===== src/rtl/stack_sequencer.sv =====
`default_nettype none
// ============================================================================
// Module      : stack_sequencer
// Description : Command sequencer in front of the 64-entry register stack.
//               It accepts stack-level commands over a valid/ready handshake
//               and turns each one into one or two primitive stack ops
//               (stackOP and w). It reads back the top two entries (a, b) to
//               build composite ops, and tracks depth to reject commands that
//               would overflow or underflow the stack.
//
//               Ports:
//                 CLK        system clock, state updates on posedge
//                 reset      asynchronous, active-low
//                 cmd_valid  command present
//                 cmd_ready  sequencer can accept a command
//                 cmd        4-bit command code
//                 din        immediate / ALU result for PUSH and POPREP
//                 a, b       stack top and second entry, from the stack
//                 stackOP    primitive op to the stack (0 none, 1 push,
//                            2 pop-and-replace, 3 pop, 4 pop2, 5 swap)
//                 w          write data for push and pop-and-replace
//                 depth      current entry count, 0..DEPTH
//                 busy       second step of a two-step command pending
//                 ovf, unf   one-cycle rejection pulses
//                 err        sticky error flag, cleared only by reset
// Revision    : 1.0 - initial release
// ============================================================================
module stack_sequencer #(
  parameter int DEPTH = 64,
  parameter int WIDTH = 16
) (
  input  logic                   CLK,
  input  logic                   reset,
  input  logic                   cmd_valid,
  output logic                   cmd_ready,
  input  logic [3:0]             cmd,
  input  logic [WIDTH-1:0]       din,
  input  logic [WIDTH-1:0]       a,
  input  logic [WIDTH-1:0]       b,
  output logic [2:0]             stackOP,
  output logic [WIDTH-1:0]       w,
  output logic [$clog2(DEPTH):0] depth,
  output logic                   busy,
  output logic                   ovf,
  output logic                   unf,
  output logic                   err
);

  localparam int c_DW = $clog2(DEPTH) + 1;

  localparam logic [0:0] c_IDLE  = 1'b0;
  localparam logic [0:0] c_STEP2 = 1'b1;

  localparam logic [2:0] c_OP_NONE   = 3'd0;
  localparam logic [2:0] c_OP_PUSH   = 3'd1;
  localparam logic [2:0] c_OP_POPREP = 3'd2;
  localparam logic [2:0] c_OP_POP    = 3'd3;
  localparam logic [2:0] c_OP_POP2   = 3'd4;
  localparam logic [2:0] c_OP_SWAP   = 3'd5;

  localparam logic [3:0] c_CMD_NOP    = 4'd0;
  localparam logic [3:0] c_CMD_PUSH   = 4'd1;
  localparam logic [3:0] c_CMD_POP    = 4'd2;
  localparam logic [3:0] c_CMD_DROP2  = 4'd3;
  localparam logic [3:0] c_CMD_SWAP   = 4'd4;
  localparam logic [3:0] c_CMD_DUP    = 4'd5;
  localparam logic [3:0] c_CMD_OVER   = 4'd6;
  localparam logic [3:0] c_CMD_NIP    = 4'd7;
  localparam logic [3:0] c_CMD_POPREP = 4'd8;
  localparam logic [3:0] c_CMD_TUCK   = 4'd9;
  localparam logic [3:0] c_CMD_2DUP   = 4'd10;

  // Write-data source select
  localparam logic [1:0] c_WSEL_DIN = 2'd0;
  localparam logic [1:0] c_WSEL_A   = 2'd1;
  localparam logic [1:0] c_WSEL_B   = 2'd2;

  logic [0:0]       r_state;
  logic             r_live;     // low from reset until the first posedge after release
  logic [2:0]       r_stackop;
  logic [WIDTH-1:0] r_w;
  logic [c_DW-1:0]  r_depth;
  logic             r_ovf;
  logic             r_unf;
  logic             r_err;

  logic [2:0]       w_op;
  logic [1:0]       w_need;
  logic [1:0]       w_inc;
  logic [1:0]       w_dec;
  logic [1:0]       w_wsel;
  logic             w_two;
  logic             w_rsvd;
  logic [WIDTH-1:0] w_wdata;
  logic [c_DW:0]    w_sum;
  logic             w_unf;
  logic             w_ovf;
  logic             w_accept;

  // Command decode: step-1 op, operands needed, depth increase/decrease.
  // For two-step commands the full depth change is carried in w_inc.
  always_comb begin
    w_op   = c_OP_NONE;
    w_need = 2'd0;
    w_inc  = 2'd0;
    w_dec  = 2'd0;
    w_wsel = c_WSEL_DIN;
    w_two  = 1'b0;
    w_rsvd = 1'b0;
    case (cmd)
      c_CMD_NOP:    ;
      c_CMD_PUSH:   begin w_op = c_OP_PUSH;   w_inc = 2'd1; end
      c_CMD_POP:    begin w_op = c_OP_POP;    w_need = 2'd1; w_dec = 2'd1; end
      c_CMD_DROP2:  begin w_op = c_OP_POP2;   w_need = 2'd2; w_dec = 2'd2; end
      c_CMD_SWAP:   begin w_op = c_OP_SWAP;   w_need = 2'd2; end
      c_CMD_DUP:    begin w_op = c_OP_PUSH;   w_need = 2'd1; w_inc = 2'd1; w_wsel = c_WSEL_A; end
      c_CMD_OVER:   begin w_op = c_OP_PUSH;   w_need = 2'd2; w_inc = 2'd1; w_wsel = c_WSEL_B; end
      c_CMD_NIP:    begin w_op = c_OP_POPREP; w_need = 2'd2; w_dec = 2'd1; w_wsel = c_WSEL_A; end
      c_CMD_POPREP: begin w_op = c_OP_POPREP; w_need = 2'd2; w_dec = 2'd1; end
      c_CMD_TUCK:   begin w_op = c_OP_SWAP;   w_need = 2'd2; w_inc = 2'd1; w_two = 1'b1; end
      c_CMD_2DUP:   begin w_op = c_OP_PUSH;   w_need = 2'd2; w_inc = 2'd2; w_two = 1'b1;
                          w_wsel = c_WSEL_B; end
      default:      w_rsvd = 1'b1;
    endcase
  end

  always_comb begin
    w_wdata = din;
    case (w_wsel)
      c_WSEL_A: w_wdata = a;
      c_WSEL_B: w_wdata = b;
      default:  w_wdata = din;
    endcase
  end

  // One extra bit so depth + increase cannot wrap before the compare.
  assign w_sum    = {1'b0, r_depth} + (c_DW+1)'(w_inc);
  assign w_unf    = r_depth < c_DW'(w_need);
  assign w_ovf    = w_sum > (c_DW+1)'(DEPTH);
  assign w_accept = cmd_valid && cmd_ready;

  always_ff @(posedge CLK or negedge reset) begin
    if (!reset) begin
      r_state   <= c_IDLE;
      r_live    <= 1'b0;
      r_stackop <= c_OP_NONE;
      r_w       <= '0;
      r_depth   <= '0;
      r_ovf     <= 1'b0;
      r_unf     <= 1'b0;
      r_err     <= 1'b0;
    end else begin
      r_live    <= 1'b1;
      r_stackop <= c_OP_NONE;
      r_ovf     <= 1'b0;
      r_unf     <= 1'b0;
      case (r_state)
        c_IDLE: begin
          if (w_accept) begin
            if (w_rsvd) begin
              r_err <= 1'b1;
            end else if (w_unf) begin
              // Underflow takes priority over overflow
              r_unf <= 1'b1;
              r_err <= 1'b1;
            end else if (w_ovf) begin
              r_ovf <= 1'b1;
              r_err <= 1'b1;
            end else begin
              r_stackop <= w_op;
              if (w_op == c_OP_PUSH || w_op == c_OP_POPREP) begin
                r_w <= w_wdata;
              end
              r_depth <= r_depth + c_DW'(w_inc) - c_DW'(w_dec);
              if (w_two) begin
                r_state <= c_STEP2;
              end
            end
          end
        end
        c_STEP2: begin
          // Both two-step commands finish with a push of the (already
          // updated) second entry.
          r_stackop <= c_OP_PUSH;
          r_w       <= b;
          r_state   <= c_IDLE;
        end
        default: r_state <= c_IDLE;
      endcase
    end
  end

  assign cmd_ready = r_live && (r_state == c_IDLE);
  assign busy      = (r_state == c_STEP2);
  assign stackOP   = r_stackop;
  assign w         = r_w;
  assign depth     = r_depth;
  assign ovf       = r_ovf;
  assign unf       = r_unf;
  assign err       = r_err;

endmodule
`default_nettype wire


===== config.mk =====
export PLATFORM = sky130hd
export DESIGN_NAME = stack_sequencer
export DESIGN_NICKNAME = d
export VERILOG_FILES = /design/src/rtl/stack_sequencer.sv
export SDC_FILE = /design/constraint.sdc
export NUM_CORES = 1
export LEC_CHECK = 0
export BUFFER_PORTS_ARGS = -buffer_cell sky130_fd_sc_hd__buf_2
export CORE_AREA = 2 2 70 72
export CTS_BUF_LIST = sky130_fd_sc_hd__clkbuf_8
export DETAILED_ROUTE_END_ITERATION = 7
export DIE_AREA = 0 0 72 74
export GPL_TIMING_DRIVEN = 1
export PLACE_DENSITY = 0.95
export SYNTH_ARGS = -nofsm -noshare
export SYNTH_HDL_FRONTEND = slang
export SYNTH_SLANG_ARGS = --single-unit

===== constraint.sdc =====
create_clock -name CLK -period 4.7 [get_ports CLK]
set_input_delay 0.47 -clock CLK [delete_from_list [all_inputs] [get_ports CLK]]
set_output_delay 0.47 -clock CLK [all_outputs]
set_load 0.01 [all_outputs]

==> out/results.tsv, run 1 <==
stage	metric	value	unit
final_layout	final_cell_area	2963	um2
logic_synthesis	yosys_warnings	0	
clock_network	cts_tree	yes	
clock_network	root_buffer	clkbuf_8	
grt	overflow	0	
routing	firstDrtPassIters	4	
floorplan	row_count	25	
floorplan	fp.coreArea	4598	um2
flow_run	max-cap-violations	0	
power_and_ir_drop	vdd_drop_max	0.1038	mV
sta	fin_ws	1254	ps
critical_path	reg2regPathDepth	8	
hold_path	hold_class	in2async	
final_layout	syn2layout_area_growth	20.94	%
logic_synthesis	synth_fp_nets	355	
placed_design	portBuffers	85	
critical_path	cp-end-kind	register	
logic_synthesis	synth_top_cell_area_share	31.66	%
sta	slew_violations	0	
sta	fin_setup_tns	0	ps
critical_path	reg2reg_to	depth[0]	
final_layout	nets	430	
floorplan	die_y	74	um
clock_network	cts_hold_buffers	0	
floorplan	boundaryPins	86	
logic_synthesis	synth_edf_count	0	
critical_path	worstPathMaxFanout	15	
logic_synthesis	ys_dominant_reg_cell	dfrtp_1	
power_and_ir_drop	powerDensity	201.2	nW/um2
sta	rsz0062_at_grt	false	
floorplan	die-area	5328	um2
routing	vias	2287	
logic_synthesis	synthesis.area	2450	um2
logic_synthesis	ys_seq_area_share	31.66	%
placed_design	place.gp.congestion	0.8844	
sta	setup_viol	0	
clock_network	cts_buffers	5	
final_layout	mostFrequentLayoutCells	buf_2 (85), inv_1 (33), dfrtp_1 (31)	
logic_synthesis	ys_ff_latch	31	
sta	tightest_slew	1058	ps
critical_path	start_kind	primary input	
clock_network	cts_setup_buffers	0	
grt	grt_max_degree	38	
grt	grt_pass1_wl	9390	um
critical_path	reg2reg_setup_slack	1640	ps
grt	first_global_vias	2135	
routing	drt_iter0_drc	199	
critical_path	crit_arrival	3620	ps
routing	wire_per_inst	14.69	um
critical_path	cp.required	4880	ps
clock_network	path_clk_slew	70	ps
sta	period_minus_slack	3446	ps
critical_path	worstSetupPathType	in2reg	
clock_network	htreeDepth	2	
grt	track_usage	22.50	%
logic_synthesis	yosysTopAreaCell	dfrtp_1	
power_and_ir_drop	leakagePower	0.001487	uW
floorplan	die_w	72	um
sta	relSlewSlack	29.34	%
logic_synthesis	synthTopCellsByArea	dfrtp_1 (32%), ha_1 (9.2%), nand2b_1 (6.1%), o221ai_1 (5.7%), inv_1 (5.1%)	
sta	fin_crit_sh	73.32	%
logic_synthesis	synthesis.instances	279	
routing	viasPerCell	5.592	
clock_network	cts_sinks	31	
final_layout	drive_above_1_share	29.58	%
clock_network	ctsResizeCount	0	
placed_design	dpl.hpwl	4546	um
critical_path	r2r-start	depth[0]	
logic_synthesis	yosys.cell_types.count	49	
routing	drt-total-wl	6009	um
grt	antenna_found_initial	0	
sta	finalHoldViolations	0	
floorplan	start_util	53.28	%
sta	fin_skew	10.18	ps
logic_synthesis	synth.avg_cell_area	8.781	um2
placed_design	postPlaceCellArea	2859	um2
placed_design	place_ws	965.5	ps
final_layout	mostFrequentLayoutCell	buf_2	
sta	fmax	290.2	MHz
clock_network	ctsLongestPathBuffers	2	
logic_synthesis	async_flop_share	100.0	%
routing	ant_nets	0	
clock_network	clock_latency	290	ps
final_layout	diodes	0	
routing	drc_errors	0	
run_status	status	finished, final reports clean	
metal layers:
| metal | wire length, um | global-route usage, % | vias to the layer above |
|---|---|---|---|
| met5 | 0 | 0 | - |
| met4 | 65 | 9.224 | 0 |
| met3 | 339 | 3.252 | 5 |
| met2 | 3188 | 38.79 | 85 |
| met1 | 2416 | 28.65 | 1073 |
| li1 | - | - | 1124 |
cell families (layout without fill, tap and decap cells):
group,after synthesis,in the layout,synth area share (%)
xor+xnor,8,8,2.860
flops,31,31,31.66
mux,9,9,3.932
buf+inv,51,127,8.785
simple gates,99,99,22.32
fa+ha+maj,21,21,11.64
other cells,1,1,0.1531
compound gates,59,59,18.64
flip-flops by register name, summed over array words and instances, names as in the netlist:
signal / flops
r_live: 1
depth: 7
unf: 1
w: 16
ovf: 1
busy: 1
stackOP: 3
err: 1
worst max-delay path by stage:
stage / to / slack, ps / startpoint / cells after the start
after floorplan: depth[6] / 1530 / cmd[0] / 11
after global placement: depth[0] / 1090 / cmd[0] / 11
after detailed placement: depth[0] / 970 / cmd[0] / 11
after CTS: depth[0] / 1250 / cmd[0] / 11
after global routing: depth[0] / 960 / cmd[0] / 12
final: depth[0] / 1250 / cmd[0] / 11
worst max-delay path: stages:
cell       delay [ps]
buf_2             180
nand2b_1          200
o21ai_0           270
ha_1              250
fa_1              440
a2111oi_2         290
nand3_1           130
o2bb2ai_2         420
buf_4             270
nand3_2           300
mux2_4            390
cell usage after synthesis (2+ instances only):
library cell / n
a21o_1: 3
a21oi_1: 8
a22oi_1: 15
and2_1: 2
and3_1: 2
buf_2: 4
buf_6: 2
clkbuf_1: 10
dfrtp_1: 31
fa_1: 3
ha_1: 18
inv_1: 33
mux2i_1: 7
nand2_1: 7
nand2b_1: 24
nand3_1: 24
nor2_1: 20
nor2b_1: 7
o21ai_0: 6
o221ai_1: 16
or3_1: 3
xnor2_1: 5
xor2_1: 3
where the power goes:
part / internal, uW / switching [uW]
Clock: 133 / 103
Sequential: 268 / 0.419
Combinational: 41.1 / 50.7
cell type report:
cell class                 count  area, um2
clock buffer                   7      96.34
clock inverter                 1      7.507
fill                         382       1635
inverter                      33      123.9
multi-input combinational    197       1459
sequential                    31      775.7
tap                           54      67.56
timing repair buffer          86      432.9
per-stage QoR:
stage	hold slack, ps	utilization [%]	power, uW	std cells
after global routing	275.4	64.44	626.2	409
after global placement	447.5	62.18	361.3	401
after CTS	243.8	64.44	599.2	409
after floorplan	174.4	-	324.8	279
final	224.3	64.44	596.1	409
after detailed placement	448.6	62.18	364.3	401
(Power assumes the default switching activity.)
==> inputs of run 2 (changes only) <==
CORE_AREA = 2 2 72 74   (was 2 2 70 72)
DIE_AREA = 0 0 74 76   (was 0 0 72 74)
PLACE_DENSITY = 0.91   (was 0.95)
clock period = 3.2 ns   (was 4.7 ns; I/O delays follow)
==> run 2 against run 1 <==
  * Critical path depth did not move
  * Utilization fell by 2.7 points
  * Final cell count rose by 5.9%
  * Clock power rose by 38%
  * Sequential share of layout area fell by 0.62 points
  * Hold slack got worse by 140 ps
  * Wire length rose by 2.8%
  * Non-clock buffer count rose by 9
  * Via count rose by 0.17%
  * Largest power group unchanged
  * Highest routed layer unchanged
==> out/results.tsv, run 2 (synthesis gave the netlist of run 1 again) <==
stage	metric	value	unit
run_status	status	finished, final reports clean	
final_layout	mostFrequentLayoutCells	buf_2 (85), inv_1 (33), dfrtp_1 (31)	
clock_network	root_buffer	clkbuf_8	
clock_network	cts_buffers	5	
floorplan	die_y	76	um
routing	drc_errors	0	
final_layout	final_cell_area	3034	um2
clock_network	cts_sinks	31	
critical_path	worstPathMaxFanout	12	
final_layout	n_fill_cell	417	
clock_network	clock_latency	290	ps
routing	wire_per_inst	14.26	um
power_and_ir_drop	combPwrFrac	15.9	%
floorplan	boundaryPins	86	
clock_network	path_clk_slew	70	ps
final_layout	largest_reg_flops	16	
grt	grt_max_degree	38	
routing	drt_iter0_drc	147	
routing	vias	2291	
clock_network	ctsResizeCount	0	
critical_path	start_kind	primary input	
critical_path	crit_arrival	3020	ps
power_and_ir_drop	seqPwrFrac	46.0	%
grt	first_global_vias	2261	
power_and_ir_drop	design_power_total	855.0	uW
sta	tightest_slew	1109	ps
sta	slew_violations	0	
power_and_ir_drop	p_switching	230.7	uW
final_layout	drive_above_1_share	31.13	%
flow_run	max-cap-violations	0	
clock_network	cts_setup_buffers	0	
sta	setup_viol	0	
placed_design	dpl.hpwl	4566	um
clock_network	cts_hold_buffers	0	
sta	finalHoldViolations	0	
power_and_ir_drop	vdd_drop_max	0.1533	mV
power_and_ir_drop	swShare	26.99	%
sta	fin_setup_tns	0	ps
final_layout	diodes	0	
clock_network	cts_tree	yes	
floorplan	fp.coreArea	4912	um2
grt	track_usage	22.28	%
placed_design	placed_cells	426	
placed_design	postPlaceCellArea	2947	um2
critical_path	worstSetupPathType	in2reg	
routing	firstDrtPassIters	4	
critical_path	cp-end-kind	register	
grt	overflow	0	
sta	relSlewSlack	25.91	%
critical_path	cp.required	3380	ps
critical_path	reg2regPathDepth	8	
placed_design	portBuffers	85	
final_layout	finish.utilization	61.77	%
routing	ant_nets	0	
clock_network	ctsLongestPathBuffers	2	
floorplan	die_w	74	um
sta	rsz0062_at_grt	false	
power_and_ir_drop	intPower	624.3	uW
sta	fmax	352.1	MHz
grt	grt_pass1_wl	10050	um
sta	period_minus_slack	2840	ps
final_layout	mostFrequentLayoutCell	buf_2	
power_and_ir_drop	leakagePower	0.001528	uW
floorplan	start_util	49.87	%
placed_design	place.gp.congestion	0.8887	
sta	fin_crit_sh	88.76	%
routing	viasPerCell	5.291	
sta	fin_skew	2.467	ps
final_layout	layoutNonFillerInstCount	433	
grt	antenna_found_initial	0	
clock_network	htreeDepth	2	
floorplan	row_count	26	
power_and_ir_drop	powerDensity	281.8	nW/um2
routing	drt-total-wl	6175	um
power_and_ir_drop	pwr-share-clk	38.1	%
final_layout	syn2layout_area_growth	23.85	%
floorplan	die-area	5624	um2
final_layout	nets	439	
hold_path	hold_class	in2async	
==> run 2: metal layers <==
metal	track usage, %	vias to the layer above	share of wire [%]
met5	0	-	0
met4	5.818	0	0.97
met3	4.497	8	5.7
met2	40.09	73	51
met1	26.29	1073	42
li1	-	1137	-
==> run 2: path summary, 6_finish.rpt <==
kind | startpoint | endpoint | slack (ps)
worst max-delay path | cmd[3] | depth[0] | 360
worst min-delay path | reset | w[7] | 90
worst max register to register | depth[0] | depth[0] | 500
worst min register to register | err | err | 460
max in group asynchronous | reset | depth[3] | 2650
min in group CLK | b[3] | w[3] | 310
==> run 2: area by class of cell <==
type,instances,area [um2],share of cell area [%]
Sequential cell,31,775.7,25.57
Tap cell,70,87.58,2.887
Clock inverter,1,5.005,0.1649
Inverter,33,123.9,4.082
Timing Repair Buffer,95,500.5,16.49
Clock buffer,6,82.58,2.722
Multi-Input combinational cell,197,1459,48.08
==> run 2: critical path, stage by stage <==
cell,delay [ps]
buf_2,170
nand2b_1,190
o21ai_0,220
ha_1,250
fa_1,450
a2111oi_2,340
nand3_1,170
o2bb2ai_2,280
nand3_2,100
buf_4,210
mux2_4,300
==> run 2: power groups by stage <==
stage / logic [uW] / registers (uW) / clock network [uW]
2_1_floorplan: 75.8 / 401 / 0
3_3_place_gp: 132 / 401 / 0
3_5_place_dp: 136 / 401 / 0
4_1_cts: 137 / 393 / 329
5_1_grt: 154 / 393 / 343
6_report: 136 / 393 / 326
==> run 2: metrics by stage <==
stage                     hold WS (ps)  setup slack [ps]
final                            85.82             359.6
after global routing             147.6             107.4
after CTS                        109.3             356.1
after global placement           409.3             201.1
after floorplan                  24.41             181.1
after detailed placement         420.4             65.91
==> inputs of run 3 (changes only) <==
CORE_AREA = 2 2 73 75   (was 2 2 72 74)
DIE_AREA = 0 0 75 77   (was 0 0 74 76)
PLACE_DENSITY = 0.89   (was 0.91)
==> run 3 against run 2 <==
  * Clock skew increased by 0.55 ps
  * Register-to-register slack improved by 40 ps
  * Fmax increased by 1.6%
  * Critical endpoint is now depth[6]
==> out/results.tsv, run 3 (synthesis gave the netlist of run 1 again) <==
stage	metric	value	unit
sta	setup_viol	0	
sta	finalHoldViolations	0	
floorplan	die_w	75	um
sta	slew_violations	0	
final_layout	diodes	0	
flow_run	max-cap-violations	0	
floorplan	boundaryPins	86	
grt	grt_max_degree	37	
grt	overflow	0	
clock_network	ctsResizeCount	0	
routing	wl_met2	3200	um
routing	drt-total-wl	6260	um
power_and_ir_drop	vdd_drop_max	0.2104	mV
critical_path	crit_arrival	2970	ps
placed_design	place_ws	120.7	ps
clock_network	ctsLongestPathBuffers	2	
sta	finalHoldWorstSlack	79.57	ps
sta	rsz0062_at_grt	false	
routing	viasPerCell	5.359	
routing	drt_iter0_drc	85	
final_layout	drive_above_1_share	30.77	%
final_layout	largest_reg_flops	16	
critical_path	cp-end-kind	register	
routing	wire_per_inst	14.42	um
power_and_ir_drop	pwr-share-clk	35.7	%
clock_network	cts_tree	yes	
power_and_ir_drop	p_switching	223.1	uW
grt	track_usage	23.26	%
clock_network	htreeDepth	2	
placed_design	dpl.hpwl	4707	um
critical_path	reg2regPathDepth	8	
sta	fin_setup_tns	0	ps
grt	first_global_vias	2367	
clock_network	cts_buffers	5	
clock_network	cts_sinks	31	
sta	tightest_slew	1112	ps
routing	firstDrtPassIters	5	
run_status	status	finished, final reports clean	
final_layout	mostFrequentLayoutCells	buf_2 (85), inv_1 (35), dfrtp_1 (31)	
critical_path	cp.required	3370	ps
grt	grt_pass1_wl	10540	um
final_layout	layoutNonFillerInstCount	434	
power_and_ir_drop	intPower	602.3	uW
power_and_ir_drop	swShare	27.03	%
clock_network	clock_latency	290	ps
placed_design	place.gp.congestion	0.8678	
power_and_ir_drop	leakagePower	0.001532	uW
routing	vias	2326	
placed_design	placed_cells	426	
sta	period_minus_slack	2797	ps
final_layout	mostFrequentLayoutCell	buf_2	
placed_design	portBuffers	85	
critical_path	worstPathMaxFanout	13	
routing	wl_met3	343	um
floorplan	start_util	49.22	%
sta	fin_skew	3.016	ps
floorplan	die_y	77	um
power_and_ir_drop	combPwrFrac	16.6	%
routing	top_layer	met4	
floorplan	die-area	5775	um2
critical_path	worstSetupPathType	in2reg	
hold_path	hold_class	in2async	
floorplan	fp.coreArea	4977	um2
critical_path	start_kind	primary input	
clock_network	cts_setup_buffers	0	
routing	drc_errors	0	
final_layout	finish.utilization	60.83	%
sta	fmax	357.6	MHz
grt	antenna_found_initial	0	
routing	ant_nets	0	
routing	met1_length	2529	um
power_and_ir_drop	seqPwrFrac	47.7	%
sta	fin_ws	403.4	ps
clock_network	path_clk_slew	70	ps
floorplan	row_count	26	
final_layout	nets	439	
final_layout	syn2layout_area_growth	23.60	%
clock_network	root_buffer	clkbuf_8	
clock_network	cts_hold_buffers	0	
power_and_ir_drop	powerDensity	272.6	nW/um2
sta	relSlewSlack	25.70	%
sta	fin_crit_sh	87.39	%
-- run 3: cell types whose count changed in the layout (fill, tap and decap cells not counted), sizes merged --
cell    previous run  this run
inv               33        35
clkbuf             6         5
-- run 3: cell type report --
cell class,count,area (um2)
multi-input cells,197,1459
fillers,460,1949
clock buffers,5,68.82
flip-flops and latches,31,775.7
clock inverters,3,12.51
well taps,70,87.58
inverters,33,123.9
repair buffers,95,500.5
-- run 3: power by group through the flow --
stage / combinational, uW / sequential, uW / clock [uW]
finish: 137 / 393 / 295
detailed placement: 137 / 401 / 0
floorplan: 75.8 / 401 / 0
global placement: 133 / 401 / 0
global route: 156 / 393 / 320
CTS: 138 / 393 / 301
-- run 3: worst max-delay path: stages --
cell,delay (ps)
buf_2,190
nand2_1,90
or3_1,370
fa_1,530
inv_1,100
fa_1,220
nor2b_1,60
o21ai_0,210
a21oi_1,120
or4b_2,610
nand3_1,100
mux2i_1,60
-- run 3: path summary, 6_finish.rpt --
| path | to | slack [ps] | startpoint |
|---|---|---|---|
| max in group asynchronous | err | 2650 | reset |
| setup / recovery | depth[6] | 400 | cmd[1] |
| min in group CLK | w[3] | 320 | b[3] |
| hold reg to reg | err | 460 | err |
| hold / removal | depth[3] | 80 | reset |
| setup reg to reg | depth[2] | 540 | depth[0] |
-- run 3: layer usage --
metal	up-vias	global-route usage [%]
li1	1143	-
met1	1086	27.95
met2	80	39.56
met3	17	3.811
met4	0	10.54
met5	-	0
-- run 3: metrics by stage --
step,area [um2],power (uW)
floorplan,2450,477.1
global placement,2947,533.9
detailed placement,2947,537.6
CTS,3028,832.6
global route,3028,869.6
finish,3028,825.3
